--- src/rtl/lcd_timing_pkg.sv ---
// rtl/lcd_timing_pkg.sv - shared timing constants and helpers for the 480x272 LCD raster
package lcd_timing_pkg;

  localparam int CLK_DIV_DEF  = 3;
  localparam int H_ACTIVE_DEF = 480;
  localparam int H_FRONT_DEF  = 8;
  localparam int H_SYNC_DEF   = 4;
  localparam int H_BACK_DEF   = 43;
  localparam int V_ACTIVE_DEF = 272;
  localparam int V_FRONT_DEF  = 8;
  localparam int V_SYNC_DEF   = 4;
  localparam int V_BACK_DEF   = 12;

  localparam int HCNT_W  = 10;
  localparam int VCNT_W  = 9;
  localparam int PHASE_W = 4;

  function automatic int span_total(input int active, input int front,
                                    input int sync, input int back);
    return active + front + sync + back;
  endfunction

  function automatic int sync_first(input int active, input int front);
    return active + front;
  endfunction

  function automatic int sync_last(input int active, input int front, input int sync);
    return active + front + sync - 1;
  endfunction

  localparam int H_TOTAL = span_total(H_ACTIVE_DEF, H_FRONT_DEF, H_SYNC_DEF, H_BACK_DEF);
  localparam int V_TOTAL = span_total(V_ACTIVE_DEF, V_FRONT_DEF, V_SYNC_DEF, V_BACK_DEF);

endpackage

--- src/rtl/lcd_timing_gen_pixel_clk_div.sv ---
// rtl/lcd_timing_gen_pixel_clk_div.sv - phase counter producing pixel strobe and panel clock
module pixel_clk_div
  import lcd_timing_pkg::*;
#(
  parameter int CLK_DIV = CLK_DIV_DEF
) (
  input  logic clock,
  input  logic reset,
  output logic tick,
  output logic pixel_en,
  output logic lcd_clk
);

  localparam logic [PHASE_W-1:0] PHASE_LAST = PHASE_W'(CLK_DIV - 1);

  logic [PHASE_W-1:0] phase;

  // >= so a corrupted phase still wraps on the next clock
  assign tick = (phase >= PHASE_LAST);

  always_ff @(posedge clock or negedge reset) begin
    if (!reset) begin
      phase    <= '0;
      pixel_en <= 1'b0;
      lcd_clk  <= 1'b0;
    end else begin
      phase    <= tick ? '0 : phase + 1'b1;
      pixel_en <= tick;
      lcd_clk  <= (phase == '0);
    end
  end

endmodule

--- src/rtl/lcd_timing_gen.sv ---
// rtl/lcd_timing_gen.sv - raster timing generator: sync, display enable and pixel coordinates
module lcd_timing_gen
  import lcd_timing_pkg::*;
#(
  parameter int CLK_DIV  = CLK_DIV_DEF,
  parameter int H_ACTIVE = H_ACTIVE_DEF,
  parameter int H_FRONT  = H_FRONT_DEF,
  parameter int H_SYNC   = H_SYNC_DEF,
  parameter int H_BACK   = H_BACK_DEF,
  parameter int V_ACTIVE = V_ACTIVE_DEF,
  parameter int V_FRONT  = V_FRONT_DEF,
  parameter int V_SYNC   = V_SYNC_DEF,
  parameter int V_BACK   = V_BACK_DEF
) (
  input  logic       clock,
  input  logic       reset,
  output logic       pixel_en,
  output logic       lcd_clk,
  output logic       hsync,
  output logic       vsync,
  output logic       display_on,
  output logic [8:0] x,
  output logic [8:0] y,
  output logic       frame_start
);

  localparam int LINE_TOTAL  = span_total(H_ACTIVE, H_FRONT, H_SYNC, H_BACK);
  localparam int FRAME_TOTAL = span_total(V_ACTIVE, V_FRONT, V_SYNC, V_BACK);

  localparam logic [HCNT_W-1:0] H_LAST    = HCNT_W'(LINE_TOTAL - 1);
  localparam logic [HCNT_W-1:0] H_ACT     = HCNT_W'(H_ACTIVE);
  localparam logic [HCNT_W-1:0] H_SYNC_LO = HCNT_W'(sync_first(H_ACTIVE, H_FRONT));
  localparam logic [HCNT_W-1:0] H_SYNC_HI = HCNT_W'(sync_last(H_ACTIVE, H_FRONT, H_SYNC));
  localparam logic [VCNT_W-1:0] V_LAST    = VCNT_W'(FRAME_TOTAL - 1);
  localparam logic [VCNT_W-1:0] V_ACT     = VCNT_W'(V_ACTIVE);
  localparam logic [VCNT_W-1:0] V_SYNC_LO = VCNT_W'(sync_first(V_ACTIVE, V_FRONT));
  localparam logic [VCNT_W-1:0] V_SYNC_HI = VCNT_W'(sync_last(V_ACTIVE, V_FRONT, V_SYNC));

  logic              tick;
  logic              h_wrap;
  logic              on_next;
  logic [HCNT_W-1:0] h_cnt, h_next;
  logic [VCNT_W-1:0] v_cnt, v_next;

  pixel_clk_div #(
    .CLK_DIV (CLK_DIV)
  ) u_pixel_clk_div (
    .clock    (clock),
    .reset    (reset),
    .tick     (tick),
    .pixel_en (pixel_en),
    .lcd_clk  (lcd_clk)
  );

  // Out-of-range counts fall back to 0 rather than running past the totals
  always_comb begin
    h_wrap = (h_cnt >= H_LAST);
    h_next = h_wrap ? '0 : h_cnt + 1'b1;
    v_next = v_cnt;
    if (v_cnt > V_LAST) begin
      v_next = '0;
    end else if (h_wrap) begin
      v_next = (v_cnt == V_LAST) ? '0 : v_cnt + 1'b1;
    end
    on_next = (h_next < H_ACT) && (v_next < V_ACT);
  end

  // Outputs decode the next counter values so they land with the counter update
  always_ff @(posedge clock or negedge reset) begin
    if (!reset) begin
      h_cnt       <= '0;
      v_cnt       <= '0;
      hsync       <= 1'b1;
      vsync       <= 1'b1;
      display_on  <= 1'b0;
      x           <= '0;
      y           <= '0;
      frame_start <= 1'b0;
    end else begin
      frame_start <= 1'b0;
      if (tick) begin
        h_cnt       <= h_next;
        v_cnt       <= v_next;
        hsync       <= !((h_next >= H_SYNC_LO) && (h_next <= H_SYNC_HI));
        vsync       <= !((v_next >= V_SYNC_LO) && (v_next <= V_SYNC_HI));
        display_on  <= on_next;
        x           <= on_next ? h_next[8:0] : '0;
        y           <= on_next ? v_next[8:0] : '0;
        frame_start <= (h_next == '0) && (v_next == '0);
      end
    end
  end

endmodule
--- config.mk ---
export PLATFORM = sky130hd
export DESIGN_NAME = lcd_timing_gen
export DESIGN_NICKNAME = d
export VERILOG_FILES = /design/src/rtl/lcd_timing_pkg.sv /design/src/rtl/lcd_timing_gen_pixel_clk_div.sv /design/src/rtl/lcd_timing_gen.sv
export SDC_FILE = /design/constraint.sdc
export NUM_CORES = 1
export LEC_CHECK = 0
export ABC_AREA = 1
export BUFFER_PORTS_ARGS = -buffer_cell sky130_fd_sc_hd__buf_2
export CORE_AREA = 2 2 106 108
export CTS_BUF_LIST = sky130_fd_sc_hd__clkbuf_8
export DETAILED_ROUTE_END_ITERATION = 6
export DIE_AREA = 0 0 108 110
export GPL_ROUTABILITY_DRIVEN = 0
export PLACE_DENSITY = 0.37
export SYNTH_ARGS = -nofsm -noshare
export SYNTH_HDL_FRONTEND = slang
export SYNTH_HIERARCHICAL = 1
export SYNTH_SLANG_ARGS = --single-unit
--- constraint.sdc ---
create_clock -name clock -period 1.9 [get_ports clock]
set_clock_uncertainty 0.2 [all_clocks]
set_input_delay 0 -clock clock [delete_from_list [all_inputs] [get_ports clock]]
set_output_delay 0 -clock clock [all_outputs]
set_load 0.05 [all_outputs]
==> out/qor.csv <==
metric;value;unit
status;complete, but fails checks;
violations;hold timing, setup timing;
crit_arrival;2290;ps
final_hold_viol_count;12;
ys_seq_area_share;45.18;%
p_leak;0.002117;µW
antenna_cells;0;
crit_fanout;5;
avgViaCountPerCell;4.381;
fin_ws;-355.9;ps
rows;38;
clock-sinks;47;
cp_num_buf_inv;3;
worst_slew_pin_slew;522.6;ps
final_area;4275;µm²
grt_overflow;0;
coreArea;10700;µm²
finalWirelength;8610;µm
grt_pass1_wl;14030;µm
dpl-instance-area;3423;µm²
fp.dieH;110;µm
critPathCaptureType;flip-flop;
start_util;24.39;%
ir_drop;0.7121;mV
yosys_warnings;6;
syn_avg_cell_area;7.695;µm²
powerDensity;909.3;nW/µm²
synth_nets;347;
fin_crit_sh;118.7;%
slew_violations;0;
worstSetupStartpointType;flip-flop;
hp-class;input port to asynchronous set/reset pin;
reg2regPathDepth;14;
clock_latency;310;ps
track_usage;15.34;%
required;1940;ps
clock.fmax;443.3;MHz
path_clk_slew;110;ps
dr.first_iter.drc_count;49;
cts-buffers-inserted;5;
io_buffers;25;
cts_root_buf;clkbuf_8;
grt_max_degree;30;
antenna_found_initial;0;
cp_top_family;simple AND/OR/NAND/NOR gates;
postRouteAntennaNets;0;
rsz0062_at_grt;yes;
drive_above_1_share;54.23;%
htree_levels;2;
area_growth;63.88;%
tns;-7818;ps
max_slew_margin;65.16;%
die_area;11880;µm²
grt_pass1_vias;2803;
cts_buffer_depth;2;
dpl.hpwl;5827;µm
ys_seq_elements;47;
period_needed;2256;ps
cp_common_cell;nand2_4;
cts_tree;yes;
die_x;108;µm
crit_slowest_cell;dfrtp_1;
netlist_area;2609;µm²
synth_cells;339;
wl_per_cell;14.33;µm
final_nets;468;
drc;0;
slowest_delay;410;ps
ys_types;33;
vias;2633;
setup_viol;29;
whs;-16.66;ps
drv_cap;0;
nFillCells;1080;
setup.worst_path.class;flip-flop to flip-flop;
path_depth;14;
cp_cell_sequence;inv_2 > ha_4 > nor2_4 > nor2_2 > nand3_2 > nand2_4 > buf_6 > nand2_4 > nand3_4 > nand3_2 > nand2_4 > nand3_4 > clkbuf_16 > a21oi_2;
dr.pass1.iters;4;
ios;26;
what timing repair did:
action / CTS / global route
hold endpoints to repair: 47 / 0
pin swaps: 23 / 36
setup buffers: 18 / 13
hold buffers: 1 / 0
resized for setup: 77 / 87
endpoints found under the setup margin: 33 / 38
cloned: 2 / 1
sequential cells by signal (all words and copies together), names as in the netlist:
register                  cells
display_on                    1
frame_start                   1
h_cnt                        10
hsync                         1
u_pixel_clk_div/lcd_clk       1
u_pixel_clk_div/phase         4
u_pixel_clk_div/pixel_en      1
v_cnt                         9
vsync                         1
x                             9
y                             9
worst register-to-register path, delay by kind of cell (launching register included):
kind                       cells  cell delay (ps)
AOI/OAI and AO/OA              1              130
adders and majority gates      1              140
buffers and inverters          3              470
DFF                            1              410
and+or+nand+nor                9              880
power by group:
part           switching, µW  internal (µW)  total [µW]  leakage [µW]
logic                   1180            714        1890       0.00145
clock network            376            332         708     0.0000505
registers                117           1170        1290      0.000622
total                   1670           2220        3890       0.00212
per-stage QoR:
step                      hold WS, ps  utilization [%]  total power (µW)  worst slack (ps)  instances
final                          -16.66            39.96              3888            -355.9        601
after global routing            23.08            39.96              4166            -447.8        601
after CTS                       2.162            36.83              3719            -295.9        592
after detailed placement       -192.2            32.00              2761            -370.8        567
after global placement         -191.8            32.00              2761            -377.3        567
after floorplan                -495.6                -              2222            -127.8        339
cells in the final DEF, fill, tap and decap left out, types with 10 or more instances in the layout:
master   netlist  routed
buf_2          0      25
dfrtp_1       45      44
nor2_4         0      16
nand3_2        3      14
nor2_1        34      14
nand2_2        4      23
nand2_1       92      66
nand4_1       10      10
o21ai_2        7      22
buf_4          1      76
buf_6          3      17
inv_1         41      32
nand3_1       27      13
routing by layer:
layer  track usage, %  share of wire, %
met1            19.42                45
met2            26.64                51
met3            2.587               2.3
met4            5.037               2.3
met5                0                 0
cells in the mapped netlist:
library cell  instances  area (µm²)
o21ai_0              30       150.1
ha_1                  6       75.07
a21oi_2               3       26.28
o21bai_1              2       15.01
conb_1                1       3.750
nand2_2               4       25.02
nand3_2               3       30.03
nand2_1              92       345.3
inv_2                 1       3.750
a21oi_1               3       15.01
xor2_1                3       26.28
o22a_1                1       8.760
or2_2                 1       6.260
nor2_1               34       127.6
clkbuf_1              5       18.77
nor2_2                5       31.28
a31oi_1               1       6.260
nand3_4               1       17.52
buf_6                 3       33.78
nor3b_1               1       7.510
clkinv_1              1       3.750
o21ai_2               7       61.31
dfstp_2               2       52.55
nand3b_1              1       7.510
inv_1                41       153.9
buf_4                 1       7.510
nor3_1                1       5.000
nand3_1              27       135.1
dfrtp_1              45        1126
o21ai_1               1       5.000
nand4_1              10       62.56
buf_1                 1       3.750
nand2_4               1       11.26
final cells by class:
| class | instances | area [µm²] | share of cell area [%] |
|---|---|---|---|
| flip-flops and latches | 47 | 1180 | 27.60 |
| repair buffers | 124 | 1017 | 23.79 |
| inverters | 43 | 163.9 | 3.834 |
| clock inverters | 1 | 7.507 | 0.1756 |
| well taps | 140 | 175.2 | 4.097 |
| clock buffers | 7 | 96.34 | 2.253 |
| multi-input cells | 239 | 1635 | 38.25 |
kinds of logic (layout without fill, tap and decap cells):
kind of cell             Yosys count  in the layout  synth area share, %
flip-flops                        47             47                45.18
XOR/XNOR                           3              3                1.007
adder cells (fa/ha/maj)            6              6                2.878
AO/OA/AOI/OAI                     48             48                11.03
other                              1              1               0.1437
AND/OR/NAND/NOR                  181            181                31.13
buffers and inverters             53            175                8.633
path summary, 6_finish.rpt:
path	startpoint	endpoint	slack [ps]
max	h_cnt[0]	x[8]	-360
max reg2reg	h_cnt[0]	x[8]	-360
max in group asynchronous	reset	h_cnt[1]	950
min in group clock	u_pixel_clk_div/phase[2]	u_pixel_clk_div/lcd_clk	240
min reg2reg	u_pixel_clk_div/phase[2]	u_pixel_clk_div/lcd_clk	240
min	reset	y[5]	-20
Power figures use the tool's default switching activity.
